**src/rtl/pulse_train_generator_pkg.sv**
```systemverilog
// Shared IO-controller definitions for the pulse-train generator: default
// sizing and the sequencing state type.
package pulse_train_generator_pkg;

    localparam int MAX_WIDTH_DEF  = 1000000000;
    localparam int WIDTH_BITS_DEF = $clog2(MAX_WIDTH_DEF);
    localparam int MAX_PULSE_DEF  = 1024;
    localparam int PULSE_BITS_DEF = $clog2(MAX_PULSE_DEF) + 1;

    typedef enum logic [1:0] {
        IDLE = 2'd0,
        HIGH = 2'd1,
        LOW  = 2'd2
    } state_t;

endpackage

```
**src/rtl/pulse_train_generator_if.sv**
```systemverilog
// Configuration, trigger and status bundle of the pulse-train generator.
// The master side programs and triggers; the slave side is the generator.
interface pulse_train_generator_if
    import pulse_train_generator_pkg::*;
#(
    parameter int WIDTH_BITS = WIDTH_BITS_DEF,
    parameter int PULSE_BITS = PULSE_BITS_DEF
);
    logic                  auto_start;
    logic [WIDTH_BITS-1:0] high_value;
    logic                  high_set;
    logic [WIDTH_BITS-1:0] low_value;
    logic                  low_set;
    logic [PULSE_BITS-1:0] count_value;
    logic                  count_set;
    logic                  polarity_value;
    logic                  polarity_set;
    logic                  trigger_in;
    logic                  output_signal;
    logic                  busy;
    logic                  done;
    logic                  overrun;

    modport master (
        output auto_start, high_value, high_set, low_value, low_set,
               count_value, count_set, polarity_value, polarity_set, trigger_in,
        input  output_signal, busy, done, overrun
    );

    modport slave (
        input  auto_start, high_value, high_set, low_value, low_set,
               count_value, count_set, polarity_value, polarity_set, trigger_in,
        output output_signal, busy, done, overrun
    );

endinterface

```
**src/rtl/pulse_train_generator_phase_counter.sv**
```systemverilog
// Phase-length counter shared by the HIGH and LOW phases. Counts from 1 and
// flags terminal once the count reaches max(length,1); it then holds.
module pulse_train_generator_phase_counter
    import pulse_train_generator_pkg::*;
#(
    parameter int WIDTH_BITS = WIDTH_BITS_DEF
) (
    input  logic                  clk,
    input  logic                  reset,
    input  logic                  load,
    input  logic                  enable,
    input  logic [WIDTH_BITS-1:0] length,
    output logic                  terminal
);
    logic [WIDTH_BITS-1:0] width_cnt_q, width_cnt_d;
    logic [WIDTH_BITS-1:0] length_eff;

    always_comb begin
        length_eff  = (length == '0) ? WIDTH_BITS'(1) : length;
        terminal    = (width_cnt_q >= length_eff);
        width_cnt_d = width_cnt_q;
        if (load) begin
            width_cnt_d = WIDTH_BITS'(1);
        end else if (enable && !terminal) begin
            width_cnt_d = width_cnt_q + WIDTH_BITS'(1);
        end
    end

    always_ff @(posedge clk or negedge reset) begin
        if (!reset) begin
            width_cnt_q <= '0;
        end else begin
            width_cnt_q <= width_cnt_d;
        end
    end

endmodule

```
**src/rtl/pulse_train_generator.sv**
```systemverilog
// Pulse-train generator: each accepted trigger emits N pulses of H active
// cycles separated by L inactive cycles on a polarity-selectable output.
//
// state | meaning
// IDLE  | waiting for a trigger; output sits at the idle level
// HIGH  | active phase of the current pulse
// LOW   | inactive gap between two pulses
module pulse_train_generator
    import pulse_train_generator_pkg::*;
#(
    parameter int MAX_WIDTH  = MAX_WIDTH_DEF,
    parameter int WIDTH_BITS = $clog2(MAX_WIDTH),
    parameter int MAX_PULSE  = MAX_PULSE_DEF,
    parameter int PULSE_BITS = $clog2(MAX_PULSE) + 1
) (
    input  logic                   clk,
    input  logic                   reset,
    pulse_train_generator_if.slave bus
);
    logic [WIDTH_BITS-1:0] high_q, high_d;
    logic [WIDTH_BITS-1:0] low_q, low_d;
    logic [PULSE_BITS-1:0] count_q, count_d;
    logic                  polarity_q, polarity_d;

    logic [WIDTH_BITS-1:0] high_sh_q, high_sh_d;
    logic [WIDTH_BITS-1:0] low_sh_q, low_sh_d;
    logic [PULSE_BITS-1:0] count_sh_q, count_sh_d;
    logic [PULSE_BITS-1:0] pulse_cnt_q, pulse_cnt_d;
    state_t                state_q, state_d;
    logic                  fin_q, fin_d;
    logic                  ovr_q, ovr_d;

    logic                  output_signal_q, output_signal_d;
    logic                  busy_q, busy_d;
    logic                  done_q, done_d;
    logic                  overrun_q, overrun_d;

    logic                  width_load;
    logic                  width_en;
    logic                  width_term;
    logic [WIDTH_BITS-1:0] width_len;

    always_comb begin
        high_d     = bus.high_set     ? bus.high_value     : high_q;
        low_d      = bus.low_set      ? bus.low_value      : low_q;
        count_d    = bus.count_set    ? bus.count_value    : count_q;
        polarity_d = bus.polarity_set ? bus.polarity_value : polarity_q;
    end

    // Train sequencing; the config registers are sampled as they were
    // before this edge, so a write coinciding with a trigger hits the next train.
    always_comb begin
        state_d     = state_q;
        pulse_cnt_d = pulse_cnt_q;
        high_sh_d   = high_sh_q;
        low_sh_d    = low_sh_q;
        count_sh_d  = count_sh_q;
        width_load  = 1'b0;
        fin_d       = 1'b0;
        ovr_d       = 1'b0;

        if (!bus.auto_start) begin
            state_d = IDLE;
        end else begin
            case (state_q)
                IDLE: begin
                    if (bus.trigger_in && (count_q != '0)) begin
                        high_sh_d   = high_q;
                        low_sh_d    = low_q;
                        count_sh_d  = count_q;
                        pulse_cnt_d = PULSE_BITS'(1);
                        width_load  = 1'b1;
                        state_d     = HIGH;
                    end
                end
                HIGH: begin
                    ovr_d = bus.trigger_in;
                    if (width_term) begin
                        if (pulse_cnt_q >= count_sh_q) begin
                            state_d = IDLE;
                            fin_d   = 1'b1;
                        end else begin
                            width_load = 1'b1;
                            state_d    = LOW;
                        end
                    end
                end
                LOW: begin
                    ovr_d = bus.trigger_in;
                    if (width_term) begin
                        width_load  = 1'b1;
                        pulse_cnt_d = pulse_cnt_q + PULSE_BITS'(1);
                        state_d     = HIGH;
                    end
                end
                default: state_d = IDLE;
            endcase
        end
    end

    // Visible outputs are a registered view of the sequencer state.
    always_comb begin
        width_en        = (state_q != IDLE);
        width_len       = (state_q == LOW) ? low_sh_q : high_sh_q;
        output_signal_d = (state_q == HIGH) ^ polarity_q;
        busy_d          = (state_q != IDLE);
        done_d          = fin_q;
        overrun_d       = ovr_q;
    end

    pulse_train_generator_phase_counter #(
        .WIDTH_BITS (WIDTH_BITS)
    ) u_phase_counter (
        .clk      (clk),
        .reset    (reset),
        .load     (width_load),
        .enable   (width_en),
        .length   (width_len),
        .terminal (width_term)
    );

    always_ff @(posedge clk or negedge reset) begin
        if (!reset) begin
            high_q          <= '0;
            low_q           <= '0;
            count_q         <= '0;
            polarity_q      <= 1'b0;
            high_sh_q       <= '0;
            low_sh_q        <= '0;
            count_sh_q      <= '0;
            pulse_cnt_q     <= '0;
            state_q         <= IDLE;
            fin_q           <= 1'b0;
            ovr_q           <= 1'b0;
            output_signal_q <= 1'b0;
            busy_q          <= 1'b0;
            done_q          <= 1'b0;
            overrun_q       <= 1'b0;
        end else begin
            high_q          <= high_d;
            low_q           <= low_d;
            count_q         <= count_d;
            polarity_q      <= polarity_d;
            high_sh_q       <= high_sh_d;
            low_sh_q        <= low_sh_d;
            count_sh_q      <= count_sh_d;
            pulse_cnt_q     <= pulse_cnt_d;
            state_q         <= state_d;
            fin_q           <= fin_d;
            ovr_q           <= ovr_d;
            output_signal_q <= output_signal_d;
            busy_q          <= busy_d;
            done_q          <= done_d;
            overrun_q       <= overrun_d;
        end
    end

    assign bus.output_signal = output_signal_q;
    assign bus.busy          = busy_q;
    assign bus.done          = done_q;
    assign bus.overrun       = overrun_q;

endmodule

```
**src/flat_wrapper.sv**
```systemverilog
// flat-port wrapper written by rule: the top's interface ports become plain ports
module pulse_train_generator_flat import pulse_train_generator_pkg::*;
#(
    parameter int MAX_WIDTH  = MAX_WIDTH_DEF,
    parameter int WIDTH_BITS = $clog2(MAX_WIDTH),
    parameter int MAX_PULSE  = MAX_PULSE_DEF,
    parameter int PULSE_BITS = $clog2(MAX_PULSE) + 1
)
  (clk, reset, bus_auto_start, bus_high_value, bus_high_set, bus_low_value, bus_low_set, bus_count_value, bus_count_set, bus_polarity_value, bus_polarity_set, bus_trigger_in, bus_output_signal, bus_busy, bus_done, bus_overrun);
  pulse_train_generator_if #(.WIDTH_BITS(WIDTH_BITS), .PULSE_BITS(PULSE_BITS)) bus_i ();
  input  logic clk;
  input  logic reset;
  input wire logic [$bits(bus_i.auto_start)-1:0] bus_auto_start;
  input wire logic [$bits(bus_i.high_value)-1:0] bus_high_value;
  input wire logic [$bits(bus_i.high_set)-1:0] bus_high_set;
  input wire logic [$bits(bus_i.low_value)-1:0] bus_low_value;
  input wire logic [$bits(bus_i.low_set)-1:0] bus_low_set;
  input wire logic [$bits(bus_i.count_value)-1:0] bus_count_value;
  input wire logic [$bits(bus_i.count_set)-1:0] bus_count_set;
  input wire logic [$bits(bus_i.polarity_value)-1:0] bus_polarity_value;
  input wire logic [$bits(bus_i.polarity_set)-1:0] bus_polarity_set;
  input wire logic [$bits(bus_i.trigger_in)-1:0] bus_trigger_in;
  output wire logic [$bits(bus_i.output_signal)-1:0] bus_output_signal;
  output wire logic [$bits(bus_i.busy)-1:0] bus_busy;
  output wire logic [$bits(bus_i.done)-1:0] bus_done;
  output wire logic [$bits(bus_i.overrun)-1:0] bus_overrun;
  assign bus_i.auto_start = bus_auto_start;
  assign bus_i.high_value = bus_high_value;
  assign bus_i.high_set = bus_high_set;
  assign bus_i.low_value = bus_low_value;
  assign bus_i.low_set = bus_low_set;
  assign bus_i.count_value = bus_count_value;
  assign bus_i.count_set = bus_count_set;
  assign bus_i.polarity_value = bus_polarity_value;
  assign bus_i.polarity_set = bus_polarity_set;
  assign bus_i.trigger_in = bus_trigger_in;
  assign bus_output_signal = bus_i.output_signal;
  assign bus_busy = bus_i.busy;
  assign bus_done = bus_i.done;
  assign bus_overrun = bus_i.overrun;
  pulse_train_generator #(.MAX_WIDTH(MAX_WIDTH), .WIDTH_BITS(WIDTH_BITS), .MAX_PULSE(MAX_PULSE), .PULSE_BITS(PULSE_BITS)) u_core (.clk(clk), .reset(reset), .bus(bus_i));
endmodule
```
**config.mk**
```make
export PLATFORM = sky130hd
export DESIGN_NAME = pulse_train_generator_flat
export DESIGN_NICKNAME = d
export VERILOG_FILES = /design/src/rtl/pulse_train_generator_pkg.sv /design/src/rtl/pulse_train_generator_if.sv /design/src/rtl/pulse_train_generator_phase_counter.sv /design/src/rtl/pulse_train_generator.sv /design/src/flat_wrapper.sv
export SDC_FILE = /design/constraint.sdc
export NUM_CORES = 1
export LEC_CHECK = 0
export ABC_AREA = 1
export CORE_ASPECT_RATIO = 0.6
export CORE_MARGIN = 1.5
export CORE_UTILIZATION = 40
export DETAILED_ROUTE_END_ITERATION = 8
export PLACE_DENSITY_LB_ADDON = 0.25
export SYNTH_ARGS = -nofsm -noshare
export SYNTH_HDL_FRONTEND = slang
export SYNTH_SLANG_ARGS = --single-unit
```
**constraint.sdc**
```tcl
create_clock -name clk -period 5.35 [get_ports clk]
set_input_delay 0.8025 -clock clk [delete_from_list [all_inputs] [get_ports clk]]
set_output_delay 0.8025 -clock clk [all_outputs]
set_load 0.01 [all_outputs]
```
==> key figures, run 1 <==
Global routing
  – Total GRT Usage: 18.7%
  – Initial antenna violation count: 0
  – Number of global-route vias before repair: 7,030
  – First-pass GRT wire length: 37.6 mm
  – Pin count of the biggest net entering global routing: 109
  – GR Overflow Total: 0

Placed design
  – DP HPWL: 16.5 mm
  – Cell count after placement: 1,492
  – DP Worst Slack: 0.991 ns
  – Gpl congestion: 0.885
  – Port Buffer Count: 83

Setup path
  – Crit path cell chain: inv_1 > ha_2 > inv_1 > o21ai_0 > nand4_1 > nor4_1 > nand2_1 > nand2_1 > ha_1 > inv_1 > nor2_1 > nand2_1 > nor2_1 > nand2_1 > nand2_1 > nor2_2 > nand3_2 > inv_2 > nand3_1 > nor2_1 > nor2_1
  – Critical Path Fanout Max: 45
  – CP required: 5.70 ns
  – Crit path kind: reg -> reg
  – Worst EP arrival: 4.79 ns
  – Crit. End Element: flop
  – Slowest-stage cell, CP: ha_2
  – Worst setup SP type: flop
  – CP max stage delay: 0.71 ns
  – Largest delay contributor family on the critical path: simple AND/OR/NAND/NOR gates
  – Worst path bufs/invs: 4
  – CP most frequent cell: nand2_1

Detailed routing
  – DRC errors left: 0
  – Wire length per cell: 14.9 µm
  – 1st-iter DRT viols: 501
  – Via count: 7,436
  – Final WL: 22.7 mm
  – DR pass1 iterations: 5
  – Drt via density: 4.88
  – Final antenna-violating net count: 0

Synthesis
  – Synth Flop Type: dfrtp_1
  – Synthesized area per cell: 8.89 µm²
  – Async SR Flop Fraction: 100%
  – Post-synth EDFFs: 0
  – Netlist cell types: 39
  – Yosys warnings: 0
  – Net Count, Synth: 1,248
  – Register area share after synthesis: 48.2%
  – #FFs+latches synth: 192
  – Netlist Area Pre-Place: 9970 µm²
  – Gate Count Post-Synth: 1,121

STA
  – Relative slew slack: 25.7%
  – Max Clk Rate: 225 MHz
  – Slew @ Worst Pin: 1.11 ns
  – Setup TNS: 0 ns
  – RSZ-0062 raised after global routing: no
  – Hold Vio Cnt, Final: 0
  – Fin crit period: 4.44 ns
  – Clock Skews: 0.0148 ns
  – Final setup fails: 0
  – Max-slew violations: 0
  – Hold Slack: 0.358 ns
  – Final Cycle Share: 83.1%
  – Final worst-path setup slack: 0.906 ns

Power and ir drop
  – Worst VDD drop: 0.000189 V
  – Lkg Pwr: 0.00542 µW
  – Pwr per Cell Area: 424 nW/µm²
  – Total Power: 4950 µW

Floorplanning
  – Initial core utilization: 41.0%
  – I/O pin total: 84
  – Core region area: 24,300 µm²
  – Die Ht: 125 µm
  – Row count: 44
  – Die Span X: 207 µm
  – Die area: 25,900 µm²

CTS
  – Post-CTS setup buffer count: 0
  – Bufs on Longest Clock Path: 2
  – H-tree depth: 4
  – Clk sinks: 192
  – CTS tree: yes
  – Total CTS buffers: 17
  – Worst-Skew Late Latency: 0.46 ns
  – Post_cts resized: 0
  – CTS root buffer: clkbuf_16
  – Clock transition at path regs: 0.08 ns
  – Hold_buf cts: 0

Finish
  – Commonest non-fill, non-tap cell in the layout: nand2_1
  – Layout area overhead: 17.2%
  – Layout cells sized above 1: 14.3%
  – Final nets: 1,316
  – Ant. Diodes: 0
  – Layout Cells excl Fill: 1,524
  – Fill count: 2,331
  – Commonest non-fill, non-tap cells in the layout: nand2_1 (312), dfrtp_1 (192), inv_1 (106)

Status
  – Status: complete, no violations

Job
  – Max Cap Viol: 0

Hold path
  – Worst Hold Class: reg -> reg
-- area by class of cell --
class	instances	area, µm²	share of cell area [%]
clock buffer	18	439	3.76
multi-input combinational	776	4510	38.6
timing repair buffer	90	912	7.81
sequential	192	4800	41.1
inverter	112	425	3.64
tap	322	403	3.45
clock inverter	14	189	1.62
-- state kept, by name, summed over array words and instances (netlist names) --
register / count
u_core.low_sh_q: 30
u_core.count_q: 11
u_core.count_sh_q: 11
u_core.done_d: 1
u_core.high_q: 30
u_core.high_sh_q: 30
u_core.bus.output_signal: 1
u_core.bus.done: 1
u_core.low_q: 30
u_core.u_phase_counter.width_cnt_q: 30
u_core.bus.overrun: 1
u_core.overrun_d: 1
u_core.pulse_cnt_q: 11
u_core.polarity_q: 1
u_core.bus.busy: 1
u_core.state_q: 2
-- path summary, 6_finish.rpt --
kind / startpoint / endpoint / slack (ns) / cells past startpoint
max: u_core.state_q[0]$_DFFE_PN0P_ / u_core.u_phase_counter.width_cnt_q[19]$_DFFE_PN0P_ / 0.91 / 21
min: u_core.done_d$_DFF_PN0_ / u_core.bus.done$_DFF_PN0_ / 0.36 / 0
max reg2reg: u_core.state_q[0]$_DFFE_PN0P_ / u_core.u_phase_counter.width_cnt_q[19]$_DFFE_PN0P_ / 0.91 / 21
min reg2reg: u_core.done_d$_DFF_PN0_ / u_core.bus.done$_DFF_PN0_ / 0.36 / 0
max in group asynchronous: reset / u_core.high_sh_q[0]$_DFFE_PN0P_ / 3.92 / 2
min in group asynchronous: reset / u_core.low_sh_q[24]$_DFFE_PN0P_ / 0.37 / 1
-- cell families (layout without fill, tap and decap cells) --
logic type / Yosys count / after routing / synth area share, %
fa+ha+maj: 47 / 47 / 5.90
buf+inv: 153 / 234 / 6.60
flops: 192 / 192 / 48.2
simple gates: 509 / 509 / 22.5
mux: 71 / 71 / 8.02
xor+xnor: 12 / 12 / 1.05
compound gates: 137 / 137 / 7.68
-- where the power goes --
group	internal (µW)	switching, µW	leakage (µW)
sequential	1800	201	0.00239
clock	727	626	0.000305
combinational	553	1050	0.00273
total	3080	1870	0.00542
-- cells in the mapped netlist, types with 2 or more instances --
master	instances	area share (%)
o21ai_0	103	5.2
o21a_1	3	0.23
a21oi_1	13	0.65
xnor2_1	4	0.35
nand2_4	2	0.23
nor2_1	77	2.9
nand3_1	50	2.5
nor2_4	6	0.68
nor4_1	5	0.31
nand2_2	11	0.69
buf_6	4	0.45
nand4_1	16	1.0
nor2_2	14	0.88
mux2_2	71	8.0
nand3_4	2	0.35
nor3_2	2	0.20
clkbuf_1	21	0.79
dfrtp_1	192	48
buf_2	10	0.50
buf_12	2	0.40
o21bai_1	3	0.23
ha_1	47	5.9
o21ai_2	4	0.35
nand2_1	312	12
inv_1	106	4.0
inv_2	5	0.19
o21ai_1	2	0.10
nor3_1	6	0.30
o21bai_2	7	0.79
buf_1	3	0.11
nand3_2	3	0.30
xor2_1	8	0.70
-- per-stage QoR --
step                util, %  cell area, µm²
floorplan                 -            9970
global placement       45.4           11100
detailed placement     45.4           11100
CTS                    48.0           11700
global route           48.0           11700
finish                 48.0           11700
-- per-layer routing --
metal  GRT usage, %  wire, µm
met1           30.7     12700
met2           23.5      8440
met3           4.72      1330
met4           4.95       194
met5              0         0
(Power assumes the default switching activity.)
==> inputs of run 2 (changes only) <==
==> constraint.sdc (replaced) <==
create_clock -name clk -period 4.5 [get_ports clk]
set_input_delay 0.675 -clock clk [delete_from_list [all_inputs] [get_ports clk]]
set_output_delay 0.675 -clock clk [all_outputs]
set_load 0.01 [all_outputs]
==> key figures, run 2 (synthesis results as in run 1) <==
Detailed routing
  – DRC errors left: 0 (unchanged)
  – Final WL: 23.0 mm (+1.5%)
  – 1st-iter DRT viols: 515 (+2.8%)
  – DR pass1 iterations: 5 (unchanged)
  – Wire length per cell: 15.1 µm (+1.3%)
  – Final antenna-violating net count: 0 (unchanged)
  – Via count: 7,643 (+2.8%)
  – Drt via density: 5.01 (+2.6%)

CTS
  – CTS tree: yes
  – Post_cts resized: 0 (unchanged)
  – Worst-Skew Late Latency: 0.44 ns (-0.02 ns)
  – Bufs on Longest Clock Path: 2 (unchanged)
  – Hold_buf cts: 0 (unchanged)
  – Clock transition at path regs: 0.07 ns (about the same)
  – CTS root buffer: clkbuf_16
  – Total CTS buffers: 17 (unchanged)
  – Clk sinks: 192 (unchanged)
  – Post-CTS setup buffer count: 0 (unchanged)
  – H-tree depth: 4 (unchanged)

Floorplanning
  – Die Span X: 207 µm (unchanged)
  – Initial core utilization: 41.0% (unchanged)
  – Die Ht: 125 µm (unchanged)
  – I/O pin total: 84 (unchanged)
  – Core region area: 24,300 µm² (unchanged)
  – Die area: 25,900 µm² (unchanged)
  – Row count: 44 (unchanged)

Finish
  – Commonest non-fill, non-tap cell in the layout: nand2_1
  – Layout area overhead: 17.3% (about the same)
  – Ant. Diodes: 0 (unchanged)
  – Commonest non-fill, non-tap cells in the layout: nand2_1 (312), dfrtp_1 (192), inv_1 (106)
  – Layout cells sized above 1: 14.4% (+0.059 points)
  – Final nets: 1,318 (+0.15%)

Setup path
  – Flop-to-flop setup slack: 0.55 ns (-0.36 ns)
  – Largest delay contributor family on the critical path: simple AND/OR/NAND/NOR gates
  – CP max stage delay: 0.59 ns (-0.12 ns)
  – Worst EP arrival: 4.29 ns (-0.50 ns)
  – Critical Path Fanout Max: 61 (+36%)
  – Crit. End Element: flop
  – Crit path kind: reg -> reg
  – Crit path cell chain: inv_1 > ha_2 > buf_12 > o21ai_0 > nand2_1 > nor4_1 > nand2_1 > nand2_1 > ha_1 > inv_1 > nor2_1 > nand2_1 > nor2_1 > nand2_1 > nand2_1 > nor2_2 > nand3_2 > inv_2 > nand3_1 > nor2_1 > nor2_1
  – CP most frequent cell: nand2_1
  – Slowest-stage cell, CP: nor4_1
  – CP required: 4.84 ns (-0.86 ns)
  – Worst path bufs/invs: 4 (unchanged)
  – Reg2reg path depth: 21 (unchanged)
  – Critical R2R Launch: u_core.state_q[0]$_DFFE_PN0P_
  – Crit path launch: u_core.state_q[0]$_DFFE_PN0P_
  – Worst R2R End: u_core.u_phase_counter.width_cnt_q[19]$_DFFE_PN0P_
  – Worst setup SP type: flop

STA
  – Max-slew violations: 0 (unchanged)
  – Final Cycle Share: 87.8% (+4.8 points)
  – Final setup fails: 0 (unchanged)
  – Hold Vio Cnt, Final: 0 (unchanged)
  – Setup TNS: 0 ns (unchanged)
  – RSZ-0062 raised after global routing: no
  – Slew @ Worst Pin: 0.739 ns (-0.374 ns)
  – Relative slew slack: 50.7% (+25 points)
  – Fin crit period: 3.95 ns (-0.491 ns)
  – Max Clk Rate: 253 MHz (+12%)
  – Clock Skews: 0.00797 ns (-0.00687 ns)

Global routing
  – Met3 Use GR: 5.45% (+0.73 points)
  – Pin count of the biggest net entering global routing: 113 (+3.7%)
  – Met2 usage: 24.4% (+0.94 points)
  – Initial antenna violation count: 1 (+1)
  – First-pass GRT wire length: 38.3 mm (+1.9%)
  – Met1 Track Usage GR: 30.6% (-0.17 points)
  – Number of global-route vias before repair: 7,284 (+3.6%)
  – Peak-usage layer in the global routing report: met1
  – Total GRT Usage: 18.9% (+0.20 points)
  – GR Overflow Total: 0 (unchanged)

Power and ir drop
  – Lkg Pwr: 0.00542 µW (about the same)
  – NetSw: 2190 µW (+17%)
  – Pwr per Cell Area: 501 nW/µm² (+18%)
  – Total Power: 5850 µW (+18%)
  – Combinational group share of total power: 32.8% (+0.5 points)
  – Reg power frac: 40.6% (+0.2 points)
  – Internal: 3660 µW (+19%)
  – Sw frac: 37.4% (-0.43 points)
  – Clock network fraction of total power: 26.7% (-0.6 points)
  – Worst VDD drop: 0.000361 V (+91%)

Job
  – Max Cap Viol: 0 (unchanged)

Placed design
  – Gpl congestion: 0.882 (-0.40%)
  – DP HPWL: 16.7 mm (+0.89%)
  – Port Buffer Count: 83 (unchanged)

Hold path
  – Worst Hold Class: in -> async

Status
  – Status: complete, no violations
[run 2: changes by cell type in the layout (fill, tap and decap cells not counted)]
cell,previous run,this run
buf_4,5,6
clkinv_8,2,0
clkinv_2,0,1
inv_8,4,2
inv_6,4,5
clkbuf_1,0,1
clkbuf_8,2,3
buf_12,2,3
[run 2: layout make-up]
| cell class | instances | area (µm²) |
|---|---|---|
| Inverter | 112 | 425 |
| Tap cell | 322 | 403 |
| Multi-Input combinational cell | 776 | 4510 |
| Sequential cell | 192 | 4800 |
| Fill cell | 2375 | 12600 |
| Clock buffer | 20 | 457 |
| Timing Repair Buffer | 92 | 940 |
| Clock inverter | 12 | 148 |
[run 2: power by group through the flow]
stage	combinational (µW)	sequential (µW)	clock [µW]
floorplan	1430	2300	0
global placement	1870	2390	0
detailed placement	1920	2400	0
CTS	1930	2370	1610
global route	2200	2420	1680
finish	1920	2370	1560
[run 2: worst max path at each step]
stage	cells past startpoint	slack, ns	to
finish	21	0.55	u_core.u_phase_counter.width_cnt_q[19]$_DFFE_PN0P_
floorplan	25	1.56	u_core.u_phase_counter.width_cnt_q[5]$_DFFE_PN0P_
detailed placement	21	0.68	u_core.u_phase_counter.width_cnt_q[19]$_DFFE_PN0P_
global route	21	0.17	u_core.u_phase_counter.width_cnt_q[19]$_DFFE_PN0P_
CTS	21	0.64	u_core.u_phase_counter.width_cnt_q[19]$_DFFE_PN0P_
global placement	21	0.72	u_core.u_phase_counter.width_cnt_q[19]$_DFFE_PN0P_
[run 2: through the flow]
stage / instance area, µm² / util, % / instances / hold slack, ns / worst slack (ns)
2_1_floorplan: 9970 / - / 1121 / 0.331 / 1.56
3_3_place_gp: 11100 / 45.5 / 1494 / 0.336 / 0.724
3_5_place_dp: 11100 / 45.5 / 1494 / 0.336 / 0.675
4_1_cts: 11700 / 48.0 / 1526 / 0.0895 / 0.645
5_1_grt: 11700 / 48.0 / 1526 / 0.0900 / 0.168
6_report: 11700 / 48.0 / 1526 / 0.101 / 0.547
[run 2: metal layers]
| layer | vias up | routed length (µm) |
|---|---|---|
| met5 | - | 0 |
| met4 | 0 | 172 |
| met3 | 16 | 1540 |
| met2 | 182 | 8790 |
| met1 | 3666 | 12500 |
| li1 | 3779 | - |
==> RTL edit 1 (settings of run 2) <==
The package constant `MAX_PULSE_DEF` goes from 1024 to 2048.
--- a/src/rtl/pulse_train_generator_pkg.sv
+++ b/src/rtl/pulse_train_generator_pkg.sv
@@ -4,7 +4,7 @@
 
     localparam int MAX_WIDTH_DEF  = 1000000000;
     localparam int WIDTH_BITS_DEF = $clog2(MAX_WIDTH_DEF);
-    localparam int MAX_PULSE_DEF  = 1024;
+    localparam int MAX_PULSE_DEF  = 2048;
     localparam int PULSE_BITS_DEF = $clog2(MAX_PULSE_DEF) + 1;
 
     typedef enum logic [1:0] {
Interface: changed (resized bus_count_value); port bits go from 84 to 85. The function was not compared with the original's and may differ.
==> RTL edit 1 against run 2 <==
- final area increased by 0.43%
- sequential cell count increased by 3
- sequential power increased by 2%
- area after synthesis increased by 0.39%
- power increased by 2.3%
- wire length increased by 3.9%
- setup slack got worse by 5.6 ps
==> RTL edit 1: results <==
[clock_tree]
cts.path.max_buffers = 2
cts.reportedPaths.clkPinSlew_ps = 80
root_buffer = "sky130_fd_sc_hd__clkbuf_16"
numCtsBuffers = 17
post-cts-setup-buffers = 0
clock_latency_ps = 450
cts_max_level = 4

[synthesis]
synth.yosys.seq_area_share_pct = 48.8
netlist_top_cells_count = "sky130_fd_sc_hd__nand2_1, sky130_fd_sc_hd__dfrtp_1, sky130_fd_sc_hd__inv_1, sky130_fd_sc_hd__o21ai_0, sky130_fd_sc_hd__nor2_1"
yosys_most_used_dff = "sky130_fd_sc_hd__dfrtp_1"
async_reset_ff_share_pct = 100
synth_cells = 1138
yosysWarningCount = 0
post_synth_num_cell_types = 37
synth.area.top_cells = "sky130_fd_sc_hd__dfrtp_1, sky130_fd_sc_hd__nand2_1, sky130_fd_sc_hd__mux2_2, sky130_fd_sc_hd__ha_1, sky130_fd_sc_hd__o21ai_0"

[run_status]
status = "finished, final reports clean"

[worst_setup_path]
critical_path_arrival_ps = 4330
cpLargestDelayFamily = "simple AND/OR/NAND/NOR gates"
reg2reg_from = "u_core.state_q[0]$_DFFE_PN0P_"
path_max_fanout = 33
regToRegSetupSlack_ps = 540
rr_worst_depth = 24
reg2reg_to = "u_core.u_phase_counter.width_cnt_q[13]$_DFFE_PN0P_"
cp_slowest_stage_delay_ps = 420
critPathSlowestCell = "sky130_fd_sc_hd__dfrtp_1"

[sta]
timing.hold.ws_ps = 246
clock_skew_ps = 11.5
max-slew-margin-rel_pct = 51.4

[drt]
detailedRoute.firstPassIterationCount = 5
num_vias = 7670
route.detailed.wl_per_inst_um = 15.5
drt_iter0_markers = 632

[cells_and_area]
drive_above_1_share_pct = 11.6
layout.cells.non_filler = 1541
filler_cell_count = 2276
n_antenna_cell = 0
layout.nets = 1335

[global_route]
grt_start_max_net_pins = 95
wire_length_of_the_first_global_routing_pass_um = 39600
gr-usage-all-layers_pct = 19.6
grt_pass1_vias = 7395
antenna_found_initial = 0

[power_and_ir_drop]
power_leakage_nw = 5.45
max-vdd-ir-drop_v = 0.000309

[place]
port-buffer-count = 84
gp_congestion = 0.838
dp_hpwl_um = 17000
place_area_um2 = 11100

[hold_path]
hold_path_class = "in2async"
==> RTL edit 1: how the worst max path moves through the flow <==
stage / startpoint / endpoint / slack [ps] / cells past startpoint
global placement: u_core.state_q[0]$_DFFE_PN0P_ / u_core.u_phase_counter.width_cnt_q[16]$_DFFE_PN0P_ / 610 / 22
CTS: u_core.state_q[0]$_DFFE_PN0P_ / u_core.u_phase_counter.width_cnt_q[13]$_DFFE_PN0P_ / 440 / 23
floorplan: u_core.state_q[0]$_DFFE_PN0P_ / u_core.u_phase_counter.width_cnt_q[15]$_DFFE_PN0P_ / 1570 / 25
detailed placement: u_core.state_q[0]$_DFFE_PN0P_ / u_core.u_phase_counter.width_cnt_q[4]$_DFFE_PN0P_ / 510 / 22
finish: u_core.state_q[0]$_DFFE_PN0P_ / u_core.u_phase_counter.width_cnt_q[13]$_DFFE_PN0P_ / 540 / 24
global route: u_core.state_q[0]$_DFFE_PN0P_ / u_core.u_phase_counter.width_cnt_q[13]$_DFFE_PN0P_ / 90 / 24
==> RTL edit 1: what timing repair did <==
item / in CTS / in global routing
hold buffers: 0 / 0
setup endpoints to repair: 0 / 8
gates resized for setup: 0 / 1
==> RTL edit 1: kinds of logic after synthesis <==
| group | count (synthesis) | share of synthesized area [%] |
|---|---|---|
| and+or+nand+nor | 513 | 22.0 |
| DFF | 195 | 48.8 |
| buffers and inverters | 158 | 6.83 |
| AOI/OAI and AO/OA | 140 | 7.22 |
| muxes | 72 | 8.10 |
| adders and majority gates | 48 | 6.00 |
| xor gates and xnor gates | 12 | 1.05 |
==> RTL edit 1: final cells by class <==
| type | count | area [um^2] | share of cell area (%) |
|---|---|---|---|
| clock buffers | 19 | 433 | 3.69 |
| clock inverters | 13 | 194 | 1.65 |
| inverters | 114 | 434 | 3.70 |
| multi-input cells | 785 | 4450 | 37.9 |
| flip-flops and latches | 195 | 4880 | 41.6 |
| well taps | 322 | 403 | 3.43 |
| repair buffers | 92 | 942 | 8.03 |
| repair inverters | 1 | 5.00 | 0.0426 |
==> RTL edit 1: metal layers <==
metal	track usage, %	routed length (um)
met1	31.9	12900
met2	25.1	8940
met3	4.72	1690
met4	4.84	294
met5	0	0
==> RTL edit 1: power by group <==
group          switching, mW  internal, mW  total, mW
Combinational           1.26         0.676       1.93
Sequential             0.236          2.17       2.41
Clock                  0.749         0.900       1.65
==> RTL edit 1: through the flow <==
| stage | utilization [%] | setup WS (ps) |
|---|---|---|
| global placement | 45.5 | 606 |
| CTS | 48.1 | 443 |
| finish | 48.1 | 541 |
| floorplan | - | 1570 |
| detailed placement | 45.5 | 514 |
| global route | 48.1 | 94.4 |
==> RTL edit 2 (config.mk and constraints of run 2) <==
Without the edit above. `high_sh_q` and `low_sh_q` no longer have a reset.
--- a/src/rtl/pulse_train_generator.sv
+++ b/src/rtl/pulse_train_generator.sv
@@ -125,8 +125,6 @@
             low_q           <= '0;
             count_q         <= '0;
             polarity_q      <= 1'b0;
-            high_sh_q       <= '0;
-            low_sh_q        <= '0;
             count_sh_q      <= '0;
             pulse_cnt_q     <= '0;
             state_q         <= IDLE;
@@ -141,8 +139,6 @@
             low_q           <= low_d;
             count_q         <= count_d;
             polarity_q      <= polarity_d;
-            high_sh_q       <= high_sh_d;
-            low_sh_q        <= low_sh_d;
             count_sh_q      <= count_sh_d;
             pulse_cnt_q     <= pulse_cnt_d;
             state_q         <= state_d;
@@ -155,6 +151,11 @@
         end
     end
 
+    always_ff @(posedge clk) begin
+        high_sh_q <= high_sh_d;
+        low_sh_q  <= low_sh_d;
+    end
+
     assign bus.output_signal = output_signal_q;
     assign bus.busy          = busy_q;
     assign bus.done          = done_q;
Function: no difference found for any inputs over 10 cycles, from zero or initial values and one cycle with reset low; that may be too few to reach the edited logic, so the function may still have changed.
==> RTL edit 2 against run 2 <==
- power down 17%
- sequential share of layout area up 4.9 points
- via count down 16%
- final area decreased by 5.0%
- sequential cell count stayed put
- wire length fell by 9.7%
- setup slack gained 19 ps
- area after synthesis down 6.2%
- critical path type unchanged
- critical endpoint is now u_core.u_phase_counter.width_cnt_q[9]$_DFFE_PN0P_
- largest cell class unchanged
==> RTL edit 2: results <==
[place]
gp_congestion = 0.850
port-buffer-count = 83
dp_hpwl_um = 15000

[worst_setup_path]
rr_worst_depth = 22
critPathSlowestCell = "sky130_fd_sc_hd__buf_4"
cp_slowest_stage_delay_ps = 440
critical_path_arrival_ps = 4310
cpLargestDelayFamily = "simple AND/OR/NAND/NOR gates"
reg2reg_from = "u_core.state_q[0]$_DFFE_PN0P_"
path_max_fanout = 32
reg2reg_to = "u_core.u_phase_counter.width_cnt_q[9]$_DFFE_PN0P_"
regToRegSetupSlack_ps = 570
setup.worst_path.class = "reg2reg"

[clock_tree]
cts_max_level = 4
post-cts-setup-buffers = 0
numCtsBuffers = 17
postCtsResizedCells = 0
cts.reportedPaths.clkPinSlew_ps = 80
root_buffer = "sky130_fd_sc_hd__clkbuf_16"
cts.path.max_buffers = 2
clock_latency_ps = 440

[synthesis]
synth_largest_type_area_fraction_pct = 35.3
synth_nets = 1034
yosysWarningCount = 0
async_reset_ff_share_pct = 68.8
synth-edff-count = 60
synth.yosys.seq_area_share_pct = 54.6
post_synth_num_cell_types = 38
netlist_top_cells_count = "sky130_fd_sc_hd__nand2_1, sky130_fd_sc_hd__dfrtp_1, sky130_fd_sc_hd__inv_1, sky130_fd_sc_hd__nor2_1, sky130_fd_sc_hd__mux2_2"
synth.area.top_cells = "sky130_fd_sc_hd__dfrtp_1, sky130_fd_sc_hd__edfxtp_1, sky130_fd_sc_hd__mux2_2, sky130_fd_sc_hd__nand2_1, sky130_fd_sc_hd__ha_1"

[drt]
route.detailed.wl_per_inst_um = 15.7
detailedRoute.firstPassIterationCount = 5
drt_iter0_markers = 506
detail_route.vias_per_cell = 4.88

[global_route]
grt_start_max_net_pins = 103
grt_pass1_vias = 6057
antenna_found_initial = 0
wire_length_of_the_first_global_routing_pass_um = 34000
gr-usage-all-layers_pct = 18.3

[sta]
clock_skew_ps = 13.4
timing.hold.ws_ps = 356
max-slew-margin-rel_pct = 33.8

[power_and_ir_drop]
internal-power_mw = 3.23
power_leakage_nw = 4.77
seq-power_mw = 2.19
comb_cell_power_mw = 1.17
max-vdd-ir-drop_v = 0.000300

[cells_and_area]
n_antenna_cell = 0
layout.nets = 1119
filler_cell_count = 2134
drive_above_1_share_pct = 14.3

[hold_path]
hold_path_class = "in2async"

[run_status]
status = "finished, final reports clean"
RTL edit 2: changes by cell type in the layout (fill, tap and decap cells not counted), moves of 7 or more:
cell	run 2	this run
sky130_fd_sc_hd__nand2_1	312	210
sky130_fd_sc_hd__o21ai_0	103	20
sky130_fd_sc_hd__dfrtp_1	192	132
sky130_fd_sc_hd__edfxtp_1	0	60
sky130_fd_sc_hd__inv_1	106	81
sky130_fd_sc_hd__mux2i_1	0	24
sky130_fd_sc_hd__o21bai_2	7	0
RTL edit 2: logic make-up after synthesis:
family                     after synthesis  synth area share, %
AOI/OAI and AO/OA                       54                 3.14
xor gates and xnor gates                13                 1.22
adders and majority gates               47                 6.29
buffers and inverters                  109                 4.82
DFF                                    192                 54.6
muxes                                   95                 11.1
and+or+nand+nor                        397                 18.8
RTL edit 2: final cells by class:
cell class / instances / area [um^2] / share of cell area (%)
clock inverters: 15 / 166 / 1.50
well taps: 315 / 394 / 3.55
repair buffers: 88 / 870 / 7.84
clock buffers: 17 / 425 / 3.83
inverters: 87 / 332 / 2.99
flip-flops and latches: 192 / 5100 / 46.0
multi-input cells: 606 / 3810 / 34.3
RTL edit 2: routing by layer:
layer	vias up	track usage [%]	part of all wire (%)
li1	3197	-	-
met1	3056	30.0	56
met2	163	23.1	38
met3	21	4.08	5.3
met4	0	5.03	1.0
met5	-	0	0
RTL edit 2: through the flow:
step / instances / setup slack, ps / utilization [%] / instance area [um^2] / total power, mW
floorplan: 907 / 1210 / - / 9350 / 3.02
global placement: 1288 / 488 / 45.6 / 10500 / 3.36
detailed placement: 1288 / 386 / 45.6 / 10500 / 3.39
CTS: 1320 / 363 / 48.2 / 11100 / 4.91
global route: 1320 / 61.1 / 48.2 / 11100 / 5.16
finish: 1320 / 566 / 48.2 / 11100 / 4.86
